`src/rtl/aes_pkg.sv`:
```
// Shared encodings for the AES self-test sequencer: key-length modes, Nk/Nr lookup,
// key masking and the sequencer state encoding.
package aes_pkg;

   localparam logic [1:0] MODE_INV = 2'b00;
   localparam logic [1:0] MODE_128 = 2'b01;
   localparam logic [1:0] MODE_192 = 2'b10;
   localparam logic [1:0] MODE_256 = 2'b11;

   typedef enum logic [2:0] {
      ST_IDLE  = 3'd0,
      ST_ENC   = 3'd1,
      ST_DEC   = 3'd2,
      ST_CHECK = 3'd3,
      ST_DONE  = 3'd4
   } state_e;

   function automatic logic [3:0] mode_nk(input logic [1:0] m);
      case (m)
         MODE_128: return 4'd4;
         MODE_192: return 4'd6;
         MODE_256: return 4'd8;
         default:  return 4'd0;
      endcase
   endfunction

   function automatic logic [3:0] mode_nr(input logic [1:0] m);
      case (m)
         MODE_128: return 4'd10;
         MODE_192: return 4'd12;
         MODE_256: return 4'd14;
         default:  return 4'd0;
      endcase
   endfunction

   // The key is MSB-aligned; only the top 32*Nk bits survive.
   function automatic logic [255:0] key_mask(input logic [1:0] m, input logic [255:0] k);
      logic [255:0] keep;
      case (m)
         MODE_128: keep = {{128{1'b1}}, 128'b0};
         MODE_192: keep = {{192{1'b1}}, 64'b0};
         MODE_256: keep = {256{1'b1}};
         default:  keep = '0;
      endcase
      return k & keep;
   endfunction

endpackage

```
`src/rtl/aes_run_timer.sv`:
```
// Start/done wait for one core run: saturating latency counter plus timeout compare.
// Shared between the cipher and decipher phases; it restarts from 0 after every hit.
module aes_run_timer #(
   parameter int TIMEOUT = 64,
   parameter int LAT_W   = 8
) (
   input  logic             clk,
   input  logic             reset,
   input  logic             active,
   input  logic             first,
   input  logic             core_done,
   output logic             hit_done,
   output logic             hit_timeout,
   output logic [LAT_W-1:0] count
);

   localparam logic [7:0] TMO_LIMIT = 8'(TIMEOUT);

   logic [LAT_W-1:0] lat_q, lat_d;
   logic [7:0]       tmo_q, tmo_d;

   always_comb begin
      // A done strobe in the launch cycle belongs to no run and is dropped.
      hit_done    = active && !first && core_done;
      hit_timeout = active && !hit_done && (tmo_q == TMO_LIMIT);
      lat_d       = lat_q;
      tmo_d       = tmo_q;
      if (!active || hit_done || hit_timeout) begin
         lat_d = '0;
         tmo_d = '0;
      end else begin
         if (lat_q != {LAT_W{1'b1}}) lat_d = lat_q + 1'b1;
         if (tmo_q != 8'hff)         tmo_d = tmo_q + 1'b1;
      end
   end

   always_ff @(posedge clk or posedge reset) begin
      if (reset) begin
         lat_q <= '0;
         tmo_q <= '0;
      end else begin
         lat_q <= lat_d;
         tmo_q <= tmo_d;
      end
   end

   assign count = lat_q;

endmodule

```
`src/rtl/aes_selftest_seq.sv`:
```
// Self-test sequencer: runs cipher then decipher core, measures latencies, checks the
// round trip and exposes pass/fail plus a selectable result byte for the display.
module aes_selftest_seq
   import aes_pkg::*;
#(
   parameter int TIMEOUT = 64,
   parameter int LAT_W   = 8
) (
   input  logic             clk,
   input  logic             reset,
   input  logic             start,
   input  logic [1:0]       mode,
   input  logic [127:0]     plaintext,
   input  logic [255:0]     key,
   output logic             enc_start,
   output logic             dec_start,
   output logic [3:0]       core_nk,
   output logic [3:0]       core_nr,
   output logic [255:0]     core_key,
   output logic [127:0]     enc_pt,
   output logic [127:0]     dec_ct,
   input  logic             enc_done,
   input  logic             dec_done,
   input  logic [127:0]     enc_data,
   input  logic [127:0]     dec_data,
   input  logic             disp_src,
   input  logic [3:0]       disp_sel,
   output logic [7:0]       disp_byte,
   output logic             busy,
   output logic             done,
   output logic             pass,
   output logic             timeout,
   output logic [LAT_W-1:0] lat_enc,
   output logic [LAT_W-1:0] lat_dec
);

   state_e           state_q, state_d;
   logic             first_q, first_d;
   logic [1:0]       mode_q, mode_d;
   logic [127:0]     pt_q, pt_d, ct_q, ct_d, dt_q, dt_d;
   logic [255:0]     key_q, key_d;
   logic             pass_q, pass_d, timeout_q, timeout_d, done_q, done_d;
   logic [LAT_W-1:0] lat_enc_q, lat_enc_d, lat_dec_q, lat_dec_d;
   logic [7:0]       disp_q, disp_d;
   logic [127:0]     disp_word;

   logic             t_active, t_core_done, t_hit_done, t_hit_timeout;
   logic [LAT_W-1:0] t_count;

   assign t_active    = (state_q == ST_ENC) || (state_q == ST_DEC);
   assign t_core_done = (state_q == ST_DEC) ? dec_done : enc_done;

   aes_run_timer #(.TIMEOUT(TIMEOUT), .LAT_W(LAT_W)) u_timer (
      .clk         (clk),
      .reset       (reset),
      .active      (t_active),
      .first       (first_q),
      .core_done   (t_core_done),
      .hit_done    (t_hit_done),
      .hit_timeout (t_hit_timeout),
      .count       (t_count)
   );

   always_comb begin
      // NOTE: every next value defaults to its current value first, so no branch infers a latch.
      state_d   = state_q;
      first_d   = 1'b0;
      mode_d    = mode_q;
      pt_d      = pt_q;
      key_d     = key_q;
      ct_d      = ct_q;
      dt_d      = dt_q;
      pass_d    = pass_q;
      timeout_d = timeout_q;
      done_d    = 1'b0;
      lat_enc_d = lat_enc_q;
      lat_dec_d = lat_dec_q;
      case (state_q)
         ST_IDLE, ST_DONE: begin
            if (start && (mode != MODE_INV)) begin
               state_d   = ST_ENC;
               first_d   = 1'b1;
               mode_d    = mode;
               pt_d      = plaintext;
               key_d     = key_mask(mode, key);
               ct_d      = '0;
               dt_d      = '0;
               pass_d    = 1'b0;
               timeout_d = 1'b0;
               lat_enc_d = '0;
               lat_dec_d = '0;
            end
         end
         ST_ENC: begin
            if (t_hit_done) begin
               ct_d      = enc_data;
               lat_enc_d = t_count;
               state_d   = ST_DEC;
               first_d   = 1'b1;
            end else if (t_hit_timeout) begin
               timeout_d = 1'b1;
               state_d   = ST_DONE;
               done_d    = 1'b1;
            end
         end
         ST_DEC: begin
            if (t_hit_done) begin
               dt_d      = dec_data;
               lat_dec_d = t_count;
               state_d   = ST_CHECK;
            end else if (t_hit_timeout) begin
               timeout_d = 1'b1;
               state_d   = ST_DONE;
               done_d    = 1'b1;
            end
         end
         ST_CHECK: begin
            // A core that passes data through unchanged must not count as a pass.
            pass_d  = (dt_q == pt_q) && (ct_q != pt_q);
            state_d = ST_DONE;
            done_d  = 1'b1;
         end
         default: state_d = ST_IDLE;
      endcase
   end

   always_comb begin
      disp_word = disp_src ? dt_q : ct_q;
      disp_d    = disp_word[{disp_sel, 3'b000} +: 8];
   end

   always_ff @(posedge clk or posedge reset) begin
      // NOTE: sequential state uses non-blocking assignments so all flops update together.
      // NOTE: the wide data registers are reset as well, since every output must read 0 after reset.
      if (reset) begin
         state_q   <= ST_IDLE;
         first_q   <= 1'b0;
         mode_q    <= MODE_INV;
         pt_q      <= '0;
         key_q     <= '0;
         ct_q      <= '0;
         dt_q      <= '0;
         pass_q    <= 1'b0;
         timeout_q <= 1'b0;
         done_q    <= 1'b0;
         lat_enc_q <= '0;
         lat_dec_q <= '0;
         disp_q    <= '0;
      end else begin
         state_q   <= state_d;
         first_q   <= first_d;
         mode_q    <= mode_d;
         pt_q      <= pt_d;
         key_q     <= key_d;
         ct_q      <= ct_d;
         dt_q      <= dt_d;
         pass_q    <= pass_d;
         timeout_q <= timeout_d;
         done_q    <= done_d;
         lat_enc_q <= lat_enc_d;
         lat_dec_q <= lat_dec_d;
         disp_q    <= disp_d;
      end
   end

   assign enc_start = (state_q == ST_ENC) && first_q;
   assign dec_start = (state_q == ST_DEC) && first_q;
   assign busy      = (state_q == ST_ENC) || (state_q == ST_DEC) || (state_q == ST_CHECK);
   assign core_nk   = mode_nk(mode_q);
   assign core_nr   = mode_nr(mode_q);
   assign core_key  = key_q;
   assign enc_pt    = pt_q;
   assign dec_ct    = ct_q;
   assign disp_byte = disp_q;
   assign done      = done_q;
   assign pass      = pass_q;
   assign timeout   = timeout_q;
   assign lat_enc   = lat_enc_q;
   assign lat_dec   = lat_dec_q;

endmodule
```
`config.mk`:
```
export PLATFORM = sky130hd
export DESIGN_NAME = aes_selftest_seq
export DESIGN_NICKNAME = d
export VERILOG_FILES = /design/src/rtl/aes_pkg.sv /design/src/rtl/aes_run_timer.sv /design/src/rtl/aes_selftest_seq.sv
export SDC_FILE = /design/constraint.sdc
export NUM_CORES = 2
export LEC_CHECK = 0
export ABC_AREA = 1
export ABC_CLOCK_PERIOD_IN_PS = 64900
export CAP_MARGIN = 20
export CORE_AREA = 3 3 469 471
export DETAILED_ROUTE_END_ITERATION = 8
export DIE_AREA = 0 0 472 474
export SLEW_MARGIN = 20
export SYNTH_ARGS = -nofsm -noshare
export SYNTH_HDL_FRONTEND = slang
export SYNTH_HIERARCHICAL = 1
export SYNTH_SLANG_ARGS = --single-unit
export TNS_END_PERCENT = 30
```
`constraint.sdc`:
```
create_clock -name clk -period 64.9 [get_ports clk]
set_input_delay 9.735 -clock clk [delete_from_list [all_inputs] [get_ports clk]]
set_output_delay 9.735 -clock clk [all_outputs]
set_load 0.05 [all_outputs]
```
# After elaboration in Yosys (flattened, before gate mapping)

Cells that the tools add are included.

Bits in registers: 689
Word-level logic and storage cells: 105
Output and inout port bits: 550
Bits of input ports: 652

Shift operators: 1
Bitwise operators: 1
Muxes and demuxes: 36
$add $sub $neg: 2
Reductions and logical operators: 30
Equality and inequality tests: 20

Operators with widths:

| cell                | number |
|---|---|
| $pmux 256 s3        | 1 |
| $mux 128            | 4 |
| $mux 256            | 2 |
| $pmux 128 s2        | 2 |
| $and 256x256->256   | 1 |
| $eq 128x128->1      | 1 |
| $ne 128x128->1      | 1 |
| $shiftx 128x8->8    | 1 |
| $mux 8              | 6 |
| $pmux 8 s2          | 2 |
| $pmux 4 s3          | 2 |
| $add 8x1->8 const B | 2 |
| $ne 8x8->1 const B  | 2 |
| $reduce_bool 2->1   | 7 |
| $mux 3              | 4 |
| $pmux 3 s4          | 1 |
| $eq 2x2->1 const B  | 4 |
| $eq 8x7->1 const B  | 1 |
| $logic_and 1x1->1   | 8 |
| $mux 1              | 8 |
| $ne 2x2->1 const B  | 4 |
| $pmux 1 s2          | 4 |
| $eq 3x2->1 const B  | 2 |
| $reduce_and 3->1    | 2 |
| 10 further kinds    | 18 |

# Logic depth before layout (Yosys ltp)

Depth in word-level cells: 10
Gate-level depth with buffers: 17

# Modules after synthesis

The synthesis kept the hierarchy.

By module, submodules not included:

| module           | seq. area each (µm²) | times used | area each (µm²) | cells each |
|---|---|---|---|---|
| aes_selftest_seq | 16841.2              | 1          | 31803.0         | 3982 |
| aes_run_timer    | 400.4                | 1          | 1037.2          | 134 |

# Worst setup path after synthesis

Ideal clock, no wire load.

Kind: register to output
Start point: reg mode_q[0]
End point: out core_nr[2]
Data required time: 55165 ps
Stages on the path, launching flop included: 5
Setup slack: 53489 ps
Buffers on the path: 0
Data arrival time: 1676 ps
Path through: dfrtp_1 > inv_1 > ha_1 > nor2_1 > nor2_1

Word-level cells in the longest chain between the ends: 2
Elaborated cells between the ends (all ways): 4

Ends and longest elaborated chain:

| item                                            | line                    | text |
|---|---|---|
| start, declared                                 | aes_selftest_seq.sv:39  | `logic [1:0] mode_q, mode_d;` |
| start signal, assigned                          | aes_selftest_seq.sv:152 | `mode_q <= mode_d;` |
| $eq 2x2->1 / $eq 2x1->1 (equally long branches) | aes_pkg.sv:28           | `case (m)` |
| $pmux 4 s3 *                                    | aes_pkg.sv:28           |  |
| end, declared                                   | aes_selftest_seq.sv:18  | `output logic [3:0] core_nr,` |

Every way passes the cells marked *; elsewhere a longest branch is shown, timed or not.

# Worst setup path after layout

Start point: in mode[1]
End point: reg ct_q[23] (netlist: dec_ct[23])

Word-level cells in the longest chain between the ends: 4

Ends and longest elaborated chain:

| item                       | line                    | text |
|---|---|---|
| start, declared            | aes_selftest_seq.sv:12  | `input logic [1:0] mode,` |
| $reduce_bool 2->1          | aes_selftest_seq.sv:80  | `if (start && (mode != MODE_INV)) begin` |
| $logic_and 1x1->1          | aes_selftest_seq.sv:80  |  |
| $ne 2x2->1 (no line)       | -                       |  |
| $reduce_and 3->1 (no line) | -                       |  |
| end signal, assigned       | aes_selftest_seq.sv:155 | `ct_q <= ct_d;` |
| end, declared              | aes_selftest_seq.sv:40  | `logic [127:0] pt_q, pt_d, ct_q, ct_d, dt_q, dt_d;` |

Every way passes these cells.
A chain may end at the register's enable or synchronous reset.

==> metrics.log <==
[metrics] status: finished, final reports clean
[metrics] number of setup violations in the final report: 0
[metrics] total power draw: between 0.002 and 0.003 W
[metrics] share of the clock period used by the worst path after layout: 0.208
[metrics] Post-synth ARST share: 1.00
[metrics] starting utilization of the core area: 0.152
[metrics] Final Routed Wirelength: between 200,000 and 250,000 um
[metrics] Leak: roughly 22 nW
[metrics] worst rel slew slack: 0.286
[metrics] Die X: 472 um
[metrics] routed via count: between 30,000 and 40,000
[metrics] buffer and inverter count on the worst path: 5
[metrics] Hold Fails Final Rpt: 0
[metrics] share of Yosys cell area claimed by the top area cell type: 0.525
[metrics] DRC: 0
[metrics] kind of path behind the tightest hold check: reg -> reg
[metrics] number of H-tree levels: 3
[metrics] area inside the core boundary: around 220,000 um^2
[metrics] pwr/cell area: ~57 nW/um^2
[metrics] crit end category: flip-flop
[metrics] detailed-router iteration count before antenna repair: 6
[metrics] Worst path most repeated cell: buf_4
[metrics] Primary FF master, synth: dfrtp_1
[metrics] CP max stage cell: buf_4
[metrics] Yosys warning count: 6
[metrics] Post-Syn Area: 32,800 um^2
[metrics] post-route design area: 50,900 um^2
[metrics] root cell of the clock tree: clkbuf_16
[metrics] routed len/inst: 25.5 um
[metrics] unrepaired setup endpoints after global routing: no
[metrics] number of clock buffers inserted by TritonCTS: 91
[metrics] CP cell instances: buf_4 -> nor2_1 -> nor2_1 -> nand2_4 -> buf_4 -> o21ai_4 -> buf_4 -> buf_4 -> buf_4 -> nand3_1 -> o21ai_0
[metrics] maximum buffer depth of the clock tree: 3
[metrics] Tightest Pin Transition: around 1.1 ns
[metrics] post-layout minimum cycle time: 13.51 ns
[metrics] First DRT Iteration DRCs: 2,700
[metrics] count of flip-flops with a built-in enable after synthesis: 0
[metrics] number of nets with antenna violations after routing: 0
[metrics] post-cts resize count: 0
[metrics] non-filler instance count after layout: 8,161
[metrics] largest net degree at the start of global routing: 131
[metrics] Vert. Die Dim: around 470 um
[metrics] number of top-level pins: roughly 1,200
[metrics] number of different library cells in the post-synthesis netlist: 33
[metrics] top-count cell post-synth: nand2_1
[metrics] area added between synthesis and finish: 55.0%
[metrics] estimated wirelength of the detail-placed design: ~170,000 um
[metrics] Placement Rows: 171
[metrics] overall global routing resource usage: 0.180
[metrics] count of maximum capacitance violations: 0
[metrics] category of the worst setup path launch point: primary input
[metrics] post-synthesis average cell area: roughly 8 um^2
[metrics] Remaining Overflow, GRT: 0
[metrics] f_max: 74.0 MHz
[metrics] Cell Count Post-Placement: 7,965
[metrics] number of instances in the synthesized netlist: roughly 4,100
[metrics] path type of the worst setup path: in -> reg
[metrics] vias in the first global route: 34,300
[metrics] worst ir drop on vdd: approximately 0.000032 V
[metrics] count of port buffers added during placement: 1,199
[metrics] Critical Path AT: ~14 ns
[metrics] global-route wire length before repair: 284,000 um
[metrics] biggest area consumer among synthesized cells: dfrtp_1
[metrics] die area: 224,000 um^2
[metrics] number of sinks handled by clock tree synthesis: just under 700
[metrics] largest driver fanout on the critical path: 92
[metrics] top post-synthesis cells by count: 1,385 x nand2_1, 689 x dfrtp_1, 611 x o21ai_0
[metrics] buffers inserted during post-CTS setup optimization: 0
[metrics] setup slack on the worst flop-to-flop path: 59.61 ns
[metrics] Setup Slack @ Placement: 50.57 ns
[metrics] count of hold-fix buffers inserted at cts: 0
[metrics] main area contributors after synthesis: dfrtp_1 53%, nand2_1 16%, o21ai_0 9.3%
[metrics] clock latency at the later pin of the worst-skew pair: 0.73 ns
[metrics] worst endpoint required time: 65.52 ns
[metrics] post-route setup TNS: 0 ns
[metrics] Setup Skew: 0.0246 ns
[metrics] ratio of cells with drive above 1 in the final layout: 0.0444
[metrics] number of antenna violations at the first check in global routing: just under 90
[metrics] setup slack of the critical path after layout: 51.39 ns
[metrics] share of the yosys chip area belonging to registers: 0.525
[metrics] Slew Viols, Final: 0
[metrics] dominant delay contributor by cell family on the critical path: buffers and inverters
[metrics] CTS tree: built
[metrics] Placer Congestion: 0.918
[metrics] highest cell delay on the worst timing path: 0.75 ns
[metrics] cell area reported after detailed placement: ~48,000 um^2
[metrics] number of nets in the final layout: 5,863
[metrics] post-synthesis register bit count: 689
[metrics] CTS clock-pin slew for the worst setup and hold paths: ~0.060 ns
[metrics] Via-to-Cell Ratio: 4.16
## logic make-up (layout without fill, tap and decap cells)
kind of cell | count (synthesis) | count (layout) | share of synthesized area
flops | 689 | 689 | 0.525
compound gates | 778 | 778 | 0.123
xor+xnor | 174 | 174 | 0.0464
simple gates | 1921 | 1921 | 0.236
buf+inv | 546 | 1703 | 0.0667
fa+ha+maj | 7 | 7 | 0.00267
other cells | 1 | 35 | 0.000114
## report_power, final
group	leakage, nW	internal, W	switching [W]
Combinational	11.2	0.000469	0.00111
Sequential	9.01	0.000596	0.000206
Clock	1.50	0.000309	0.000222
Total	21.7	0.00137	0.00154
## state kept, by name (all words and copies together) (netlist names), 2 cells and up
signal / flops
u_timer/count: 8
state_q: 3
disp_byte: 8
core_key: 256
enc_pt: 128
u_timer/tmo_q: 8
lat_dec: 8
lat_enc: 8
dec_ct: 128
mode_q: 2
dt_q: 128
## area by class of cell
cell class | count | area (um^2)
fill | 23600 | 166000
sequential | 689 | 17200
multi-input combinational | 2882 | 13500
timing repair buffer | 1245 | 12400
tap | 2854 | 3570
clock buffer | 131 | 2650
inverter | 295 | 1130
clock inverter | 32 | 423
antenna | 33 | 82.6
## through the flow
step | util | hold WS [ns]
6_report | 0.235 | 0.478
5_1_grt | 0.235 | 0.497
4_1_cts | 0.235 | 0.481
3_5_place_dp | 0.221 | 0.464
3_3_place_gp | 0.221 | 0.462
2_1_floorplan | - | 0.514
## per-layer routing
layer,vias to the layer above,part of all wire,global-route usage
met5,-,0.00072,0
met1,16400,0.35,0.190
met4,24,0.054,0.0986
met2,1678,0.50,0.317
li1,15400,-,-
met3,397,0.089,0.0596
## final timing paths
path                            depth (start not counted)                       from                   endpoint
worst max-delay path                                   11                    mode[1]     dec_ct[23]$_DFFE_PP0P_
worst min-delay path                                    2  core_key[188]$_DFFE_PP0P_  core_key[188]$_DFFE_PP0P_
worst max register to register                         16     state_q[1]$_DFFE_PP0P_     dec_ct[23]$_DFFE_PP0P_
worst min register to register                          2  core_key[188]$_DFFE_PP0P_  core_key[188]$_DFFE_PP0P_
max in group asynchronous                               5                      reset        dt_q[5]$_DFFE_PP0P_
min in group asynchronous                               2                      reset     lat_enc[6]$_DFFE_PP0P_
## worst reg2reg max path, delay by kind of cell, from the launching register on
family | cells | cell delay [ns]
compound gates | 4 | 0.76
buf+inv | 6 | 2.55
flops | 1 | 0.58
simple gates | 6 | 1.33
## placed cells by master (no fill, tap or decap), drive strengths merged
master and count:
a21oi 106, a31oi 6, and2 1, buf 50, bufinv 6, clkbuf 131
clkdlybuf4s50 1195, clkinv 17, clkinvlp 4, conb 2, dfrtp 689, diode 33
ha 7, inv 300, nand2 1391, nand3 316, nand4 18, nor2 187
nor3 8, o211ai 43, o21ai 619, o21bai 1, o22ai 2, o31ai 1
xnor2 161, xor2 13
No activity file was read; power rests on OpenSTA's default activity.
